==> src/rtl/uart_rx.sv <==
// 8N1 UART receiver: two-flop synchronized line, mid-bit sampling, and a
// held rx_valid/rx_ready output with frame-error and overrun pulses.
module uart_rx #(
  parameter int CLK_FREQ = 100_000_000,
  parameter int BAUD     = 115200
) (
  input  logic       clk,
  input  logic       rst,
  input  logic       rx,
  input  logic       rx_ready,
  output logic [7:0] rx_data,
  output logic       rx_valid,
  output logic       rx_busy,
  output logic       frame_err,
  output logic       overrun,
  output logic [2:0] state_dbg
);

  localparam int CLKS_PER_BIT = CLK_FREQ / BAUD;
  localparam int HALF_BIT     = CLKS_PER_BIT / 2;
  localparam logic [15:0] BIT_LAST  = 16'(CLKS_PER_BIT - 1);
  localparam logic [15:0] HALF_LAST = 16'(HALF_BIT - 1);

  typedef enum logic [2:0] {
    IDLE      = 3'd0,
    START     = 3'd1,
    DATA      = 3'd2,
    STOP      = 3'd3,
    WAIT_HIGH = 3'd4
  } state_t;

  state_t      state_q, state_d;
  logic        rx_meta_q, rx_s_q;
  logic [15:0] cnt_q, cnt_d;
  logic [2:0]  idx_q, idx_d;
  logic [7:0]  shift_q, shift_d;
  logic [7:0]  rx_data_q, rx_data_d;
  logic        rx_valid_q, rx_valid_d;
  logic        frame_err_q, frame_err_d;
  logic        overrun_q, overrun_d;

  always_ff @(posedge clk) begin
    if (rst) begin
      state_q     <= IDLE;
      rx_meta_q   <= 1'b1;
      rx_s_q      <= 1'b1;
      cnt_q       <= 16'd0;
      idx_q       <= 3'd0;
      shift_q     <= 8'h00;
      rx_data_q   <= 8'h00;
      rx_valid_q  <= 1'b0;
      frame_err_q <= 1'b0;
      overrun_q   <= 1'b0;
    end else begin
      state_q     <= state_d;
      rx_meta_q   <= rx;
      rx_s_q      <= rx_meta_q;
      cnt_q       <= cnt_d;
      idx_q       <= idx_d;
      shift_q     <= shift_d;
      rx_data_q   <= rx_data_d;
      rx_valid_q  <= rx_valid_d;
      frame_err_q <= frame_err_d;
      overrun_q   <= overrun_d;
    end
  end

  // Handshake: a byte transfers on a rising edge where rx_valid and rx_ready
  // are both 1; rx_valid then stays high with rx_data stable until that edge.
  always_comb begin
    state_d     = state_q;
    cnt_d       = cnt_q;
    idx_d       = idx_q;
    shift_d     = shift_q;
    rx_data_d   = rx_data_q;
    rx_valid_d  = rx_valid_q;
    frame_err_d = 1'b0;
    overrun_d   = 1'b0;

    if (rx_valid_q && rx_ready) rx_valid_d = 1'b0;

    case (state_q)
      IDLE: begin
        cnt_d = 16'd0;
        idx_d = 3'd0;
        if (!rx_s_q) state_d = START;
      end
      START: begin
        if (cnt_q == HALF_LAST) begin
          cnt_d   = 16'd0;
          state_d = rx_s_q ? IDLE : DATA;
        end else begin
          cnt_d = cnt_q + 16'd1;
        end
      end
      DATA: begin
        if (cnt_q == BIT_LAST) begin
          cnt_d          = 16'd0;
          shift_d[idx_q] = rx_s_q;
          if (idx_q == 3'd7) begin
            idx_d   = 3'd0;
            state_d = STOP;
          end else begin
            idx_d = idx_q + 3'd1;
          end
        end else begin
          cnt_d = cnt_q + 16'd1;
        end
      end
      STOP: begin
        if (cnt_q == BIT_LAST) begin
          cnt_d = 16'd0;
          if (rx_s_q) begin
            state_d = IDLE;
            // A pending unaccepted byte wins; the new one is dropped.
            if (!rx_valid_q || rx_ready) begin
              rx_data_d  = shift_q;
              rx_valid_d = 1'b1;
            end else begin
              overrun_d = 1'b1;
            end
          end else begin
            frame_err_d = 1'b1;
            state_d     = WAIT_HIGH;
          end
        end else begin
          cnt_d = cnt_q + 16'd1;
        end
      end
      WAIT_HIGH: begin
        if (rx_s_q) state_d = IDLE;
      end
      default: state_d = IDLE;
    endcase
  end

  assign rx_data   = rx_data_q;
  assign rx_valid  = rx_valid_q;
  assign frame_err = frame_err_q;
  assign overrun   = overrun_q;
  assign rx_busy   = (state_q != IDLE);
  assign state_dbg = state_q;

endmodule

==> config.mk <==
export PLATFORM = sky130hd
export DESIGN_NAME = uart_rx
export DESIGN_NICKNAME = d
export VERILOG_FILES = /design/src/rtl/uart_rx.sv
export SDC_FILE = /design/constraint.sdc
export NUM_CORES = 1
export LEC_CHECK = 0
export BUFFER_PORTS_ARGS = -buffer_cell sky130_fd_sc_hd__buf_4
export CAP_MARGIN = 20
export CORE_ASPECT_RATIO = 1.2
export CORE_UTILIZATION = 42
export CTS_BUF_LIST = sky130_fd_sc_hd__clkbuf_4 sky130_fd_sc_hd__clkbuf_8
export DETAILED_ROUTE_END_ITERATION = 8
export SLEW_MARGIN = 20
export SYNTH_ARGS = -nofsm -noshare
export SYNTH_HDL_FRONTEND = slang
export SYNTH_SLANG_ARGS = --single-unit
==> constraint.sdc <==
create_clock -name clk -period 2.7 [get_ports clk]
set_input_delay 0 -clock clk [delete_from_list [all_inputs] [get_ports clk]]
set_output_delay 0 -clock clk [all_outputs]
set_load 0.02 [all_outputs]
-- After elaboration in Yosys (flattened, before gate mapping)
Index checks and enable logic that the tools add are counted.
- bitwise gates (word level): 3
- reduce and logical (&&, ||, !) cells: 15
- $add $sub $neg: 2
- eq/ne operators: 13
- $lt $le $gt $ge: 2
- mux-type cells: 25
- operators with widths (operator ; number):
    $pmux W16 S3 ; 1
    $mux W16 ; 2
    $mux W3 ; 9
    $add A16 B1 Y16 const B ; 1
    $eq A16 B10 Y1 const B ; 1
    $eq A16 B9 Y1 const B ; 1
    $pmux W3 S5 ; 1
    $ne A2 B2 Y1 const B ; 6
    $bwmux W8 ; 1
    $mux W1 ; 8
    $eq A3 B2 Y1 const B ; 2
    $eq A3 B3 Y1 const B ; 2
    $pmux W3 S2 ; 1
    $reduce_and A6 Y1 ; 1
    $reduce_bool A3 Y1 ; 2
    $lt A3 B4 Y1 const B ; 1
    $reduce_and A2 Y1 ; 2
    $reduce_and A4 Y1 ; 1
    $reduce_or A4 Y1 ; 1
    $add A3 B1 Y3 const B ; 1
    $demux W1 S3 ; 1
    $eq A3 B1 Y1 const B ; 1
    $ge A3 B1 Y1 const B ; 1
    $logic_not A3 Y1 ; 1
    8 further kinds ; 11
- register bits after elaboration: 43
- bits of input ports: 4
- output and inout bits: 15

-- Logic depth before layout (Yosys ltp)
Gate-level depths: netlist of the first run.
- depth in word-level cells: 6
- mapped depth: 8

-- Least setup slack after synthesis of the first run
Ideal clock, no wire load.
- path type: reg2reg
- from: register cnt_q[10]
- to: register shift_q[2]
- slack: 0.322 ns
- data arrival time: 2.306 ns
- setup time: 0.072 ns
- data required time: 2.628 ns
- cell stages (with the launch flop): 7
- path through: dfxtp_1 -> or4_1 -> or4_4 -> buf_6 -> or3_4 -> nor3b_2 -> mux2i_1
- longest elaborated chain between the ends: 2
- RTL lines (item ; RTL line ; source):
    from (decl) ; 34 ; logic [15:0] cnt_q, cnt_d;
    from (signal assigned) ; 58 ; cnt_q <= cnt_d;
    $eq A16 B10 Y1 ; 97 ; if (cnt_q == BIT_LAST) begin
    $reduce_and A2 Y1 (no source line) ; n/a ;
    to (signal assigned) ; 60 ; shift_q <= shift_d;
    to (decl) ; 36 ; logic [7:0] shift_q, shift_d;
No other way between the ends.
A chain may end at the register's enable or synchronous reset.

-- Worst setup path after layout of the first run
Same ends and word-level chain as after synthesis.

==> impl_results.rst, run 1 <==
.. list-table::
   :header-rows: 1

   * - Metric
     - Value
   * - Run status
     - finished clean
   * - Horiz. Die Dim
     - 66.3 um
   * - Met2 GRT Util
     - 0.284
   * - Overall Global Routing Usage
     - 0.168
   * - Time the worst path needs with I/O delays and setup
     - 2450 ps
   * - Count of TritonRoute iterations in the first routing pass
     - 4
   * - Via count of the first global-routing pass
     - 1,525
   * - Quantity of I/O buffers inserted on ports
     - 18
   * - CTS clk-pin slew, worst paths
     - 80 ps
   * - Placed cell area
     - 2230 um2
   * - Crit start category
     - flip-flop
   * - Met1 Use GR
     - 0.202
   * - Number of buffers added by the clock tree synthesis step
     - 5
   * - Core area
     - 4660 um2
   * - Number of placement rows
     - 27
   * - Number of max-cap violations
     - 0
   * - Crit path arrival time
     - 2680 ps
   * - Total Power Consumption
     - 1.07 mW
   * - Vias after detailed routing
     - 1,684
   * - GR Overflow Total
     - 0
   * - Maximum number of pins on one net before global-route repair
     - 39
   * - Layout Utilization
     - 0.501
   * - Post-layout nets
     - 259
   * - Tcrit/Tclk final
     - 0.909
   * - Insertion delay to the later sink of the worst-skew pair
     - 290 ps
   * - Sink Count
     - 43
   * - Total setup buffers inserted after CTS
     - 0
   * - Synth cell types
     - 50
   * - Peak Freq
     - 407 MHz
   * - Post-Route Setup TNS
     - 0 ps
   * - Met3 global-route usage
     - 0.0302
   * - DRC marker count from the first detailed-route iteration
     - 59
   * - Path class of the lowest-slack min-delay path
     - primary input to flip-flop
   * - Crit end category
     - flip-flop
   * - Worst endpoint required time
     - 2920 ps
   * - Num ports
     - 19
   * - Clock Root Buffer
     - sky130_fd_sc_hd__clkbuf_8
   * - Number of synthesized register bits
     - 43
   * - CP Max Fanout
     - 11
   * - Count of flip-flops with a built-in enable after synthesis
     - 0
   * - Vias per Instance
     - 5.43
   * - Hold-fix buffers at CTS
     - 2
   * - Setup slack at placement
     - 261 ps
   * - Routability-driven placement congestion ratio
     - 0.801
   * - Setup repair after global routing missed its margin
     - false
   * - Initial antenna violation count
     - 0
   * - Top cells by area in the synthesized netlist
     - sky130_fd_sc_hd__dfxtp_1 (41%), sky130_fd_sc_hd__mux2i_1 (7.7%), sky130_fd_sc_hd__nand2_1 (3.6%)
   * - Number of antenna diodes
     - 0
   * - DRC violation count after routing
     - 0
   * - Fin Hold WS
     - 90.9 ps
   * - Die Area
     - 5250 um2
   * - Most used flip-flop cell after synthesis
     - sky130_fd_sc_hd__dfxtp_1
   * - Most used routing layer in global routing
     - met2
   * - Detailed placement HPWL
     - 2.70 mm
   * - Initial core utilization
     - 0.447
   * - Portion of synthesized cell area occupied by the leading cell type
     - 0.413
   * - Relative area change from synthesis to final layout
     - 12.1%
   * - Summed area of non-filler cells in the final layout
     - 2340 um2
   * - Fraction of layout cells with a size suffix above 1
     - 0.183
   * - Power per standard cell area
     - 459 nW/um2
   * - Largest area contributor in the netlist
     - sky130_fd_sc_hd__dfxtp_1
   * - Hold Vio Cnt, Final
     - 0
   * - Avg Cell Area, Syn
     - 8.87 um2
   * - Count of filler cells inserted in the layout
     - 454
   * - Type of the setup path with the least slack
     - flip-flop to flip-flop
   * - Instance count of the mapped netlist
     - 235
   * - Clock tree from TritonCTS
     - yes
   * - H-tree depth
     - 2
   * - Smallest setup slack after layout
     - 246 ps
   * - Number of synthesis warnings
     - 0
   * - Pins Over Slew Limit
     - 0
   * - Worst slew margin relative to its limit
     - 0.476
   * - Routed length per instance
     - 12.9 um
   * - First-pass GRT wire length
     - 6.84 mm
   * - Dpl cells
     - 300
   * - Reported leakage power
     - 0.846 nW
   * - Number of gates given a new drive strength after cts
     - 0
   * - Antenna-violating nets left
     - 0
   * - Total of endpoints with negative setup slack in the final report
     - 0
   * - Post-synth ARST share
     - 0
   * - Number of buffers on the longest clock path
     - 2
   * - Total Routed Length
     - 3.99 mm
   * - Post-layout instance count excluding filler cells
     - 310
   * - Die Height
     - 79.2 um
   * - Worst clock skew
     - 3.51 ps
   * - Synth Net Count
     - 243
   * - Proportion of synthesized chip area in sequential cells
     - 0.413
   * - Netlist Area Pre-Place
     - 2080 um2
   * - Slew of the pin with the lowest slew margin
     - 784 ps
   * - Peak VDD IR
     - 0.259 mV
==> metal layers <==
| layer | vias to the layer above | part of all wire | wire, um |
|---|---|---|---|
| li1 | 878 | - | - |
| met1 | 787 | 0.48 | 1930 |
| met2 | 13 | 0.48 | 1920 |
| met3 | 6 | 0.017 | 69 |
| met4 | 0 | 0.018 | 72 |
| met5 | - | 0 | 0 |
==> power by group <==
group | internal (mW) | switching [mW]
logic | 0.0160 | 0.0219
clock network | 0.177 | 0.216
registers | 0.637 | 0.00401
total | 0.830 | 0.242
==> layout by cell type (no fill, tap or decap), types with 3 or more instances in the layout <==
cell type | synthesis | layout
sky130_fd_sc_hd__ha_1 | 4 | 4
sky130_fd_sc_hd__or2_2 | 4 | 4
sky130_fd_sc_hd__a22oi_1 | 3 | 3
sky130_fd_sc_hd__nand2b_1 | 10 | 10
sky130_fd_sc_hd__nor3_1 | 9 | 9
sky130_fd_sc_hd__clkinv_2 | 0 | 3
sky130_fd_sc_hd__or4_1 | 7 | 7
sky130_fd_sc_hd__nand3_1 | 12 | 12
sky130_fd_sc_hd__a21oi_1 | 5 | 5
sky130_fd_sc_hd__a31oi_1 | 11 | 11
sky130_fd_sc_hd__dfxtp_1 | 43 | 43
sky130_fd_sc_hd__nand2_1 | 20 | 20
sky130_fd_sc_hd__buf_4 | 2 | 22
sky130_fd_sc_hd__nor3b_1 | 3 | 3
sky130_fd_sc_hd__or3_1 | 5 | 5
sky130_fd_sc_hd__clkbuf_8 | 0 | 5
sky130_fd_sc_hd__and3_1 | 3 | 3
sky130_fd_sc_hd__nor2_1 | 20 | 20
sky130_fd_sc_hd__mux2i_1 | 16 | 16
sky130_fd_sc_hd__inv_1 | 5 | 5
sky130_fd_sc_hd__o21ai_0 | 5 | 5
sky130_fd_sc_hd__nand4_1 | 4 | 4
sky130_fd_sc_hd__nand3b_1 | 3 | 3
==> registers in the layout (all words and copies together), names as in the netlist <==
signal and flops:
cnt_q 16, rx_data 8, shift_q 8, idx_q 3
state_dbg 3, frame_err 1, overrun 1, rx_meta_q 1
rx_s_q 1, rx_valid 1
==> area by class of cell <==
| cell class | instances | area [um2] | share of cell area |
|---|---|---|---|
| Clock buffer | 5 | 68.8 | 0.0295 |
| Multi-Input combinational cell | 172 | 1110 | 0.477 |
| Timing Repair Buffer | 24 | 185 | 0.0793 |
| Inverter | 5 | 18.8 | 0.00803 |
| Tap cell | 58 | 72.6 | 0.0311 |
| Clock inverter | 3 | 15.0 | 0.00643 |
| Sequential cell | 43 | 861 | 0.369 |
==> Yosys cell counts (4+ instances only) <==
| cell | instances |
|---|---|
| sky130_fd_sc_hd__clkbuf_1 | 6 |
| sky130_fd_sc_hd__mux2i_1 | 16 |
| sky130_fd_sc_hd__nor3_1 | 9 |
| sky130_fd_sc_hd__inv_1 | 5 |
| sky130_fd_sc_hd__nand2b_1 | 10 |
| sky130_fd_sc_hd__or4_1 | 7 |
| sky130_fd_sc_hd__a21oi_1 | 5 |
| sky130_fd_sc_hd__a31oi_1 | 11 |
| sky130_fd_sc_hd__or3_1 | 5 |
| sky130_fd_sc_hd__nor2_1 | 20 |
| sky130_fd_sc_hd__o21ai_0 | 5 |
| sky130_fd_sc_hd__ha_1 | 4 |
| sky130_fd_sc_hd__nand4_1 | 4 |
| sky130_fd_sc_hd__dfxtp_1 | 43 |
| sky130_fd_sc_hd__or2_2 | 4 |
| sky130_fd_sc_hd__nand2_1 | 20 |
| sky130_fd_sc_hd__nand3_1 | 12 |
==> cell families after synthesis <==
kind of cell / share of synthesized area
and+or+nand+nor: 0.308
DFF: 0.413
AOI/OAI and AO/OA: 0.113
buffers and inverters: 0.0522
muxes: 0.0768
adders and majority gates: 0.0240
xor gates and xnor gates: 0.0126
==> worst max-delay path: stages (launching register included) <==
cell and delay [ps]:
sky130_fd_sc_hd__dfxtp_1 370, sky130_fd_sc_hd__or4_1 560, sky130_fd_sc_hd__or4_4 630, sky130_fd_sc_hd__or3_4 430
sky130_fd_sc_hd__nor3b_2 210, sky130_fd_sc_hd__mux2i_1 190
==> final timing paths <==
| kind | depth (start not counted) | to | start | slack, ps |
|---|---|---|---|---|
| max | 5 | shift_q[2] | cnt_q[10] | 250 |
| min | 2 | rx_data[4] | rst | 90 |
| max reg2reg | 5 | shift_q[2] | cnt_q[10] | 250 |
| min reg2reg | 1 | rx_s_q | rx_meta_q | 420 |
(Power assumes the default switching activity.)
==> run 2: changes to the inputs <==
--- a/config.mk
+++ b/config.mk
@@ -6,11 +6,12 @@
 export NUM_CORES = 1
 export LEC_CHECK = 0
 export BUFFER_PORTS_ARGS = -buffer_cell sky130_fd_sc_hd__buf_4
-export CAP_MARGIN = 20
 export CORE_ASPECT_RATIO = 1.2
 export CORE_UTILIZATION = 42
 export CTS_BUF_LIST = sky130_fd_sc_hd__clkbuf_4 sky130_fd_sc_hd__clkbuf_8
 export DETAILED_ROUTE_END_ITERATION = 8
+export HOLD_SLACK_MARGIN = 0.12
+export SETUP_SLACK_MARGIN = 0.4
 export SLEW_MARGIN = 20
 export SYNTH_ARGS = -nofsm -noshare
 export SYNTH_HDL_FRONTEND = slang
==> run 2 against run 1 <==
Net effect:
- total power increased by 12%
- critical path type unchanged
- sequential power about the same
- maximum frequency increased by 4.5%
- count of clock-buffer cells in the layout increased by 1
- clock power increased by 31%
- largest cell class unchanged
- die area unchanged
- via count increased by 3.7%
- non-clock buffer count increased by 5
- register-to-register slack improved by 100 ps
==> impl_results.rst, run 2 (synthesized netlist as in run 1, its figures left out) <==
.. list-table::
   :header-rows: 1

   * - Metric
     - Value
   * - CTS clk-pin slew, worst paths
     - 80 ps
   * - Cell repeated most along the worst path
     - sky130_fd_sc_hd__or4_4
   * - Sink Count
     - 43
   * - Total area of multi-input combinational cells
     - 1170 um2
   * - Vias per Instance
     - 5.51
   * - Num ports
     - 19
   * - Worst slew margin relative to its limit
     - 0.647
   * - Clock tree from TritonCTS
     - yes
   * - Routed length per instance
     - 14.0 um
   * - Layout Utilization
     - 0.533
   * - Count of filler cells inserted in the layout
     - 457
   * - Number of max-cap violations
     - 0
   * - Worst endpoint required time
     - 2930 ps
   * - H-tree depth
     - 2
   * - Part of the power in the clock network
     - 0.431
   * - Peak VDD IR
     - 0.342 mV
   * - Sequential Power Share
     - 0.534
   * - Internal power summed over all cells
     - 953 uW
   * - Initial antenna violation count
     - 0
   * - Comb power frac
     - 0.036
   * - Run status
     - finished clean
   * - Path class of the lowest-slack min-delay path
     - flip-flop to flip-flop
   * - Total Routed Length
     - 4.43 mm
   * - Insertion delay to the later sink of the worst-skew pair
     - 300 ps
   * - Sw power
     - 245 uW
   * - Overall Global Routing Usage
     - 0.175
   * - Peak Freq
     - 426 MHz
   * - Number of placement rows
     - 27
   * - Post-Route Setup TNS
     - 0 ps
   * - Tcrit/Tclk final
     - 0.870
   * - Series of cell instances along the critical path
     - or4_4 -> or4_4 -> or3_4 -> nor3b_2 -> mux2i_1
   * - Maximum number of pins on one net before global-route repair
     - 39
   * - Post-layout nets
     - 266
   * - Delay contributed by the slowest stage of the critical path
     - 570 ps
   * - Reported leakage power
     - 0.902 nW
   * - Relative area change from synthesis to final layout
     - 19.2%
   * - Routability-driven placement congestion ratio
     - 0.819
   * - Crit-path slowest cell
     - sky130_fd_sc_hd__or4_4
   * - Flip-flop count of the largest register after layout
     - 16
   * - DRC marker count from the first detailed-route iteration
     - 52
   * - Worst clock skew
     - 3.40 ps
   * - Total of endpoints with negative setup slack in the final report
     - 0
   * - Crit start category
     - flip-flop
   * - DRC violation count after routing
     - 0
   * - Type of the setup path with the least slack
     - flip-flop to flip-flop
   * - Clock Root Buffer
     - sky130_fd_sc_hd__clkbuf_8
   * - Detailed placement HPWL
     - 2.78 mm
   * - Antenna-violating nets left
     - 0
   * - Core area
     - 4660 um2
   * - Initial core utilization
     - 0.447
   * - CP Max Fanout
     - 5
   * - First-pass GRT wire length
     - 6.93 mm
   * - Vias after detailed routing
     - 1,746
   * - Summed area of non-filler cells in the final layout
     - 2480 um2
   * - Number of buffers on the longest clock path
     - 2
   * - Slew of the pin with the lowest slew margin
     - 529 ps
   * - GR Overflow Total
     - 0
   * - Die Height
     - 79.2 um
   * - Dpl cells
     - 301
   * - Commonest non-fill, non-tap cells in the layout
     - sky130_fd_sc_hd__dfxtp_1 (36), sky130_fd_sc_hd__buf_4 (25), sky130_fd_sc_hd__nand2_1 (20), sky130_fd_sc_hd__nor2_1 (20), sky130_fd_sc_hd__mux2i_1 (16)
   * - Register with the most flip-flops
     - cnt_q
   * - Hold Vio Cnt, Final
     - 0
   * - Fraction of layout cells with a size suffix above 1
     - 0.247
   * - Leading cell type in the layout, fill and taps excluded
     - sky130_fd_sc_hd__dfxtp_1
   * - Time the worst path needs with I/O delays and setup
     - 2350 ps
   * - Power per standard cell area
     - 482 nW/um2
   * - Count of TritonRoute iterations in the first routing pass
     - 4
   * - Number of buffers added by the clock tree synthesis step
     - 5
   * - Quantity of I/O buffers inserted on ports
     - 18
   * - Number of antenna diodes
     - 0
   * - Setup repair after global routing missed its margin
     - true
   * - Die Area
     - 5250 um2
   * - Crit end category
     - flip-flop
   * - Switching Share
     - 0.205
   * - Horiz. Die Dim
     - 66.3 um
   * - Placed cell area
     - 2250 um2
   * - Post-layout instance count excluding filler cells
     - 317
   * - FF+latch area
     - 872 um2
   * - Via count of the first global-routing pass
     - 1,510
   * - Crit path arrival time
     - 2580 ps
   * - Pins Over Slew Limit
     - 0
==> run 2: cell types whose count changed in the layout (fill, tap and decap cells not counted), moves of 2 or more <==
cell / before / now
sky130_fd_sc_hd__a22oi_2: 0 / 2
sky130_fd_sc_hd__buf_4: 22 / 25
sky130_fd_sc_hd__or4_4: 1 / 4
sky130_fd_sc_hd__dfxtp_1: 43 / 36
sky130_fd_sc_hd__dfxtp_2: 0 / 6
sky130_fd_sc_hd__a22oi_1: 3 / 1
sky130_fd_sc_hd__clkinv_2: 3 / 1
==> run 2: through the flow <==
step | hold WS (ps) | setup slack, ps | power, mW
2_1_floorplan | 104 | 373 | 0.682
3_3_place_gp | 184 | 308 | 0.692
3_5_place_dp | 189 | 266 | 0.692
4_1_cts | 416 | 312 | 1.21
5_1_grt | 433 | 275 | 1.25
6_report | 422 | 351 | 1.20
==> run 2: path summary, 6_finish.rpt <==
| check | start | end | slack [ps] | cells after the start |
|---|---|---|---|---|
| max | cnt_q[14] | shift_q[4] | 350 | 5 |
| max reg2reg | cnt_q[14] | shift_q[4] | 350 | 5 |
| min | rx_meta_q | rx_s_q | 420 | 1 |
| min reg2reg | rx_meta_q | rx_s_q | 420 | 1 |
==> run 2: routing by layer <==
layer / up-vias / track usage / wire (um)
met2: 21 / 0.293 / 2150
met4: 0 / 0.0766 / 79
li1: 897 / - / -
met3: 8 / 0.0474 / 103
met1: 820 / 0.205 / 2100
met5: - / 0 / 0
==> run 2: power groups by stage <==
| stage | logic (mW) | registers [mW] | clock network (mW) |
|---|---|---|---|
| floorplan | 0.0274 | 0.655 | 0 |
| global placement | 0.0369 | 0.655 | 0 |
| detailed placement | 0.0368 | 0.656 | 0 |
| CTS | 0.0407 | 0.641 | 0.533 |
| global route | 0.0467 | 0.640 | 0.562 |
| finish | 0.0429 | 0.640 | 0.516 |
==> run 2: timing repair <==
action | CTS | global route
pin swaps | 4 | 6
hold buffers | 3 | 0
gates cloned | 0 | 2
gates resized for setup | 5 | 11
endpoints found under the setup margin | 33 | 36
setup buffers | 2 | 1
hold endpoints to repair | 15 | 0
==> run 2: worst max-delay path, delay by kind of cell (launching register included) <==
kind / cells / cell delay (ps)
flops: 1 / 330
simple gates: 4 / 1770
mux: 1 / 190
==> run 2: layout make-up <==
class | instances | share of cell area
clock inverter | 2 | 0.0141
sequential | 43 | 0.351
inverter | 5 | 0.00755
multi-input combinational | 174 | 0.473
timing repair buffer | 29 | 0.0921
clock buffer | 6 | 0.0332
tap | 58 | 0.0292
